$ cat config.mk
export PLATFORM = sky130hd
export DESIGN_NAME = mpi_credit_receiver
export DESIGN_NICKNAME = d
export VERILOG_FILES = /design/src/rtl/mpi_link_pkg.sv /design/src/rtl/mpi_rx_fifo.sv /design/src/rtl/mpi_credit_receiver.sv
export SDC_FILE = /design/constraint.sdc
export NUM_CORES = 1
export LEC_CHECK = 0
export ABC_CLOCK_PERIOD_IN_PS = 3050
export BUFFER_PORTS_ARGS = -buffer_cell sky130_fd_sc_hd__buf_2
export CAP_MARGIN = 0
export CORE_UTILIZATION = 55
export DETAILED_ROUTE_END_ITERATION = 8
export GPL_TIMING_DRIVEN = 0
export PLACE_DENSITY = 0.81
export SYNTH_ARGS = -nofsm -noshare
export SYNTH_HDL_FRONTEND = slang
export SYNTH_SLANG_ARGS = --single-unit
$ cat constraint.sdc
create_clock -name clk_i -period 3.05 [get_ports clk_i]
set_input_delay 0.7625 -clock clk_i [delete_from_list [all_inputs] [get_ports clk_i]]
set_output_delay 0.7625 -clock clk_i [all_outputs]
set_load 0.05 [all_outputs]
$ cat src/rtl/mpi_link_pkg.sv
// Shared definitions for the credit-based MPI link (sender_mpi and mpi_credit_receiver).
package mpi_link_pkg;

  localparam int MPI_DATA_W = 64;

  typedef logic [MPI_DATA_W-1:0] mpi_word_t;

endpackage

$ cat src/rtl/mpi_rx_fifo.sv
// Receive buffer for the MPI link: storage, wrapping pointers, occupancy and push/pop.
// With MPI_RX_OVF_CHECK_EN defined an extra 'dropped' output flags a rejected push.
module mpi_rx_fifo
  import mpi_link_pkg::*;
#(
  parameter int DEPTH = 4,
  parameter int WIDTH = MPI_DATA_W,
  localparam int PW = (DEPTH > 1) ? $clog2(DEPTH) : 1,
  localparam int CW = $clog2(DEPTH + 1)
) (
  input  logic             clk,
  input  logic             rst_n,
  input  logic             push,
  input  logic [WIDTH-1:0] wdata,
  input  logic             pop_req,
  output logic             valid,
  output logic [WIDTH-1:0] rdata,
  output logic [CW-1:0]    count,
`ifdef MPI_RX_OVF_CHECK_EN
  output logic             dropped,
`endif
  output logic             popped
);

  logic [WIDTH-1:0] mem_r [DEPTH];
  logic [PW-1:0]    wr_ptr_r;
  logic [PW-1:0]    rd_ptr_r;
  logic [CW-1:0]    count_r;
  logic [CW-1:0]    count_nxt_s;
  logic             full_s;
  logic             empty_s;
  logic             pop_s;
  logic             wr_en_s;

  // Explicit wrap so non-power-of-two depths stay in range.
  function automatic logic [PW-1:0] ptr_inc(input logic [PW-1:0] p);
    if (p == PW'(DEPTH - 1)) begin
      ptr_inc = {PW{1'b0}};
    end else begin
      ptr_inc = p + PW'(1);
    end
  endfunction

  assign full_s  = (count_r == CW'(DEPTH));
  assign empty_s = (count_r == {CW{1'b0}});
  assign pop_s   = pop_req & ~empty_s;
  // A push into a full buffer is only accepted when a pop frees a slot on the same edge.
  assign wr_en_s = push & (~full_s | pop_s);

  // Occupancy next-state from accepted push and pop.
  always_comb begin
    count_nxt_s = count_r;
    if (wr_en_s & ~pop_s) begin
      count_nxt_s = count_r + CW'(1);
    end else if (pop_s & ~wr_en_s) begin
      count_nxt_s = count_r - CW'(1);
    end else begin
      count_nxt_s = count_r;
    end
  end

  // Storage, pointers and occupancy registers.
  always_ff @(posedge clk or negedge rst_n) begin
    if (!rst_n) begin
      for (int i = 0; i < DEPTH; i++) begin
        mem_r[i] <= {WIDTH{1'b0}};
      end
      wr_ptr_r <= {PW{1'b0}};
      rd_ptr_r <= {PW{1'b0}};
      count_r  <= {CW{1'b0}};
    end else begin
      if (wr_en_s) begin
        mem_r[wr_ptr_r] <= wdata;
        wr_ptr_r        <= ptr_inc(wr_ptr_r);
      end
      if (pop_s) begin
        rd_ptr_r <= ptr_inc(rd_ptr_r);
      end
      count_r <= count_nxt_s;
    end
  end

  assign valid  = ~empty_s;
  assign rdata  = mem_r[rd_ptr_r];
  assign count  = count_r;
  assign popped = pop_s;
`ifdef MPI_RX_OVF_CHECK_EN
  assign dropped = push & full_s & ~pop_s;
`endif

endmodule

$ cat src/rtl/mpi_credit_receiver.sv
// Receive endpoint of the valid/data/yummy credit link: buffers words and returns credits.
// Optional feature macro: MPI_RX_OVF_CHECK_EN enables the sticky overflow flag and report.
module mpi_credit_receiver
  import mpi_link_pkg::*;
#(
  parameter int DEPTH = 4,
  parameter int WIDTH = MPI_DATA_W,
  localparam int CW = $clog2(DEPTH + 1)
) (
  input  logic             clk_i,
  input  logic             rstn_i,
  input  logic             valid_i,
  input  logic [WIDTH-1:0] data_i,
  output logic             yummy_o,
  output logic             valid_o,
  output logic [WIDTH-1:0] data_o,
  input  logic             ready_i,
  output logic [CW-1:0]    count_o,
  output logic             overflow_o
);

  logic [CW-1:0] pend_r;
  logic [CW-1:0] pend_nxt_s;
  logic          yummy_r;
  logic          yummy_nxt_s;
  logic          popped_s;
`ifdef MPI_RX_OVF_CHECK_EN
  logic          dropped_s;
  logic          overflow_r;
`endif

  mpi_rx_fifo #(
    .DEPTH (DEPTH),
    .WIDTH (WIDTH)
  ) u_fifo (
    .clk     (clk_i),
    .rst_n   (rstn_i),
    .push    (valid_i),
    .wdata   (data_i),
    .pop_req (ready_i),
    .valid   (valid_o),
    .rdata   (data_o),
    .count   (count_o),
`ifdef MPI_RX_OVF_CHECK_EN
    .dropped (dropped_s),
`endif
    .popped  (popped_s)
  );

  // Credit drain: a pop either feeds an emission directly or queues behind pending credits.
  always_comb begin
    yummy_nxt_s = (pend_r != {CW{1'b0}}) | popped_s;
    pend_nxt_s  = pend_r;
    if (popped_s == yummy_nxt_s) begin
      pend_nxt_s = pend_r;
    end else if (yummy_nxt_s) begin
      pend_nxt_s = pend_r - CW'(1);
    end else begin
      pend_nxt_s = pend_r + CW'(1);
    end
  end

  // Pending-credit counter reloads DEPTH on reset, which is the initial advertisement.
  always_ff @(posedge clk_i or negedge rstn_i) begin
    if (!rstn_i) begin
      pend_r  <= CW'(DEPTH);
      yummy_r <= 1'b0;
    end else begin
      pend_r  <= pend_nxt_s;
      yummy_r <= yummy_nxt_s;
    end
  end

  assign yummy_o = yummy_r;

`ifdef MPI_RX_OVF_CHECK_EN
  // Sticky overflow flag, set when the sender pushes into a full buffer with no pop.
  always_ff @(posedge clk_i or negedge rstn_i) begin
    if (!rstn_i) begin
      overflow_r <= 1'b0;
    end else if (dropped_s) begin
      overflow_r <= 1'b1;
      $error("mpi_credit_receiver: credit overflow, dropped word %h at count %0d", data_i, count_o);
    end else begin
      overflow_r <= overflow_r;
    end
  end

  assign overflow_o = overflow_r;
`else
  assign overflow_o = 1'b0;
`endif

endmodule

== Yosys cells after proc, flatten, opt, wreduce, memory -nomap -nowiden ==
Index checks and enable logic that the tools add are counted.
Storage, ports and cells
  bits in registers: 267
  latch bits: 0
  memory bits (writable): 0
  ROM bits: 0
  output and inout bits: 70
  word-level logic and storage cells: 49
  memories kept: 0
Cells by class
  $add $sub $neg: 6
  multiply operators: 0
  divide/modulo/power cells: 0
  magnitude comparators: 3
  equal/unequal tests: 4
  shift operators: 0
  muxes and demuxes: 11
  bitwise gates (word level): 12
  reductions and logical operators: 4
Operators with widths (number)
  $bwmux 256: 1
  $mux 64: 3
  $bmux 64 s2: 1
  $demux 64 s2: 1
  $mux 3: 3
  $add 3x1->3 const B: 2
  $ge 3x3->1 const B: 2
  $not 2->3: 2
  $sub 3x1->3 const B: 2
  $add 2x1->2 const B: 2
  $and 1x1->1: 4
  $eq 2x2->1 const B: 2
  $mux 2: 2
  $not 1->1: 4
  $eq 3x3->1 const B: 1
  $logic_not 3->1: 1
  $lt 3x1->1 const B: 1
  $reduce_bool 3->1: 1
  $or 1x1->1: 2
  $reduce_bool 2->1: 1
  $eq 1x1->1: 1
  $logic_and 1x1->1: 1

== Depth between registers and ports, before layout ==
  word-level depth: 9
  depth in mapped cells: 9
  gate-level depth less buffers: 9

== By module ==
Synthesis repeated with hierarchy kept, for this count alone.
Second synthesis, totals
  cell total of the unflattened synthesis: 670
  area total of the unflattened synthesis: 11688.7 µm²
By module, submodules not included
  mpi_rx_fifo: times used 1, cells each 655, area each 11524.8 µm²
  mpi_credit_receiver: times used 1, cells each 15, area each 163.9 µm²

== Least setup slack after synthesis ==
No wires, ideal clock.
  path kind: in2reg
  start: input port ready_i
  end: register u_fifo.count_r[1], in the netlist u_fifo.count[1]
  library setup time: 0.125 ns
  arrival: 2.342 ns
  path slack: 0.584 ns
  cell stages on the path: 7
  buffers on the path: 0
  cell sequence: or4b_4 nand2_1 inv_1 ha_1 inv_1 fa_1 mux2_2
On the way
  elaborated cells on any way between the ends: 9
RTL lines
  start: declaration: RTL line mpi_credit_receiver.sv:17  | input logic ready_i,
  $and 1x1->1: RTL line mpi_rx_fifo.sv:46  | assign pop_s = pop_req & ~empty_s;
  $or 1x1->1: RTL line mpi_rx_fifo.sv:48  | assign wr_en_s = push & (~full_s | pop_s);
  $and 1x1->1: RTL line mpi_rx_fifo.sv:48
  net u_fifo.wr_en_s: RTL line mpi_rx_fifo.sv:33  | logic wr_en_s;
  $and 1x1->1: RTL line mpi_rx_fifo.sv:53  | if (wr_en_s & ~pop_s) begin
  $mux 3: RTL line mpi_rx_fifo.sv:53
  net u_fifo.count_nxt_s[1]: RTL line mpi_rx_fifo.sv:29  | logic [CW-1:0] count_nxt_s;
  end signal: assignment: RTL line mpi_rx_fifo.sv:70  | count_r <= {CW{1'b0}};
  end signal: assignment: RTL line mpi_rx_fifo.sv:79  | count_r <= count_nxt_s;
  end: declaration: RTL line mpi_rx_fifo.sv:28  | logic [CW-1:0] count_r;
The timed path passes the listed nets, and every way through them passes these cells.
A chain may end at the register's enable or synchronous reset.

== Final worst setup path ==
  start: register u_fifo.rd_ptr_r[1]
  end: output port data_o[24]
On the way
  word-level cells in the longest chain between the ends: 4
Ends and longest elaborated chain
  start: declaration: RTL line mpi_rx_fifo.sv:27  | logic [PW-1:0] rd_ptr_r;
  start signal: assignment: RTL line mpi_rx_fifo.sv:69  | rd_ptr_r <= {PW{1'b0}};
  start signal: assignment: RTL line mpi_rx_fifo.sv:77  | rd_ptr_r <= ptr_inc(rd_ptr_r);
  $not 2->3 (not written as such): RTL line mpi_rx_fifo.sv:84  | assign rdata = mem_r[rd_ptr_r];
  $bmux 64 s2: RTL line mpi_rx_fifo.sv:84
  $mux 64 (not written as such) (2 in series): RTL line mpi_rx_fifo.sv:84
  end: declaration: RTL line mpi_credit_receiver.sv:16  | output logic [WIDTH-1:0] data_o,
No other way between the ends. The select of a mux whose other input is x is not followed.

==> metrics <==
largest net degree at the start of global routing=124; Critical Path AT=2170 ps; Unique masters post-synth=27; yosys warns=0; CTS Hold Bufs=0; Seq/Total Area, Yosys=51.9%; syn avg cell area=19.1 um2; num rows=55; Top Layer Used=met5; All-Layer GR Usage=21.5%; most common cell after layout, fill and taps aside=dfrtp_1; final cycle utilization of the critical path=96.1%; Final Hold Viols=0; FMAX=0.341 GHz; routed length on met3=1200 um; layout cells sized above 1=63.6%; Crit Reg-Reg Endpoint=u_fifo.count[1]; number of synthesized flops with an enable pin=0; drt drc=0; met1 wire length=11200 um; die height=155 um; Detailed Place HPWL=15800 um; die area=24000 um2; Crit. End Element=primary output; clock root buffer master=clkbuf_16; # nets final=917; Placer Congestion=0.747; Hold Crit Class=input pin to async pin; Multi-input gate area=5540 um2; unrepaired setup endpoints after global routing=false; cells on worst reg2reg path=7; CP startpoint=u_fifo.rd_ptr_r[1]; prevailing post-synth register cell=dfrtp_1; Max Buffers Root-to-Sink=3; Slew @ Worst Pin=670 ps; Inserted Diodes=0; Max-cap violations=0; flop2flop setup slack=730 ps; Slew HR=55.3%; top cell type's share of synthesized area=51.7%; Post-Syn Area=12900 um2; CTS Buf Count=29; CP required=2290 ps; core box area=22800 um2; Setup CP Type=flip-flop to primary output; number of global-route vias before repair=7072; CTS Sinks=267; final period demand of the worst path=2930 ps; via count=6395; antenna violations before repair=2; clk slew on worst S/H paths=60 ps; Seq. cell area=6680 um2; Starting Density=56.5%; initial drt markers=251; vias per cell=5.45; Filler Cell Count=1562; final-report setup violation count=0; # resized after CTS=20; Wirelength per Cell=20.9 um; # Post-CTS Setup Buffers=0; post-synthesis async set-or-reset flop share=100%; max-slew violation count=0; antenna-violating nets left=0; status=completed; port buffer count=136; most frequent cells in the layout=dfrtp_1 (265), mux2_4 (240), buf_2 (139); CTS tree=done; #FFs+latches synth=267; post-synthesis cell count=673; top cells by area, synth=dfrtp_1 (52%), mux2_4 (28%), mux4_2 (11%), buf_12 (4.4%), mux2_2 (1.7%); Area Growth Syn to Fin=15.9%; I/O pins=138; RR Startpoint=u_fifo.count[1]; global-route wire length before repair=40400 um; syn nets=748; routed wire length=24500 um; global route overflow=0; fin area=14900 um2; DR WL met2=11700 um; Setup crit start kind=flip-flop; chip width=155 um; Clock Latency Late Sink=530 ps; TritonRoute pass-1 iters=4; Crit Path Max Fanout=10; CP endpoint=data_o[24]; largest area contributor in the synthesized netlist=dfrtp_1; clock skew=9.87 ps; H-tree depth=1; DP Area=14000 um2
sequential cells by signal, summed over array words and instances (netlist names):
name and cells:
u_fifo.mem_r 256, pend_r 3, u_fifo.count 3, u_fifo.rd_ptr_r 2
u_fifo.wr_ptr_r 2, yummy_o 1
worst max-delay path, stage by stage, from the launching register on:
cell	delay [ps]
dfrtp_1	360
clkbuf_2	300
buf_2	360
mux4_2	380
buf_2	230
how the worst min path moves through the flow:
stage / slack [ps] / end
2_1_floorplan: 450 / pend_r[2]
3_3_place_gp: 460 / pend_r[2]
3_5_place_dp: 460 / pend_r[2]
4_1_cts: 70 / u_fifo.mem_r[218]
5_1_grt: 90 / u_fifo.mem_r[153]
6_report: 80 / u_fifo.mem_r[218]
per-layer routing:
metal | vias to the layer above | GRT usage, %
met5 | - | 0
met4 | 4 | 4.15
met3 | 37 | 4.54
met2 | 126 | 34.3
met1 | 3402 | 30.8
li1 | 2826 | -
logic make-up (layout without fill, tap and decap cells):
| kind of cell | count (synthesis) | in the layout | synth area share, % |
|---|---|---|---|
| other cells | 1 | 1 | 0.0291 |
| buf+inv | 48 | 235 | 5.02 |
| mux | 323 | 323 | 40.8 |
| xor+xnor | 3 | 3 | 0.204 |
| fa+ha+maj | 7 | 7 | 0.739 |
| flops | 267 | 267 | 51.9 |
| compound gates | 6 | 6 | 0.311 |
| simple gates | 18 | 18 | 0.933 |
Yosys cell counts (all sizes together) (2+ instances only):
master / number
nand2b: 3
xor2: 2
mux4: 64
and3: 4
nor2: 3
inv: 5
clkbuf: 4
buf: 39
mux2: 259
ha: 6
nand2: 5
dfrtp: 266
o21ai: 3
layout make-up:
| cell class | count | area share, % |
|---|---|---|
| Timing Repair Buffer | 138 | 5.00 |
| Inverter | 5 | 0.126 |
| Sequential cell | 267 | 44.8 |
| Tap cell | 313 | 2.62 |
| Multi-Input combinational cell | 358 | 37.1 |
| Clock buffer | 46 | 5.49 |
| Clock inverter | 3 | 0.285 |
| Buffer | 43 | 4.55 |
through the flow:
step	std cells	hold slack [ps]	setup TNS, ps	setup WS [ps]	utilization (%)
3_3_place_gp	1122	457	-947710	-3570	61.2
5_1_grt	1173	87.3	0	31.5	65.5
3_5_place_dp	1124	459	0	31.3	61.5
2_1_floorplan	673	448	0	584	-
4_1_cts	1173	71.8	0	16.3	65.5
6_report	1173	83.9	0	118	65.5
Power is left out: the tool's default activity adds up to more than one toggle a clock period on the data nets, which glitch-free logic cannot reach.
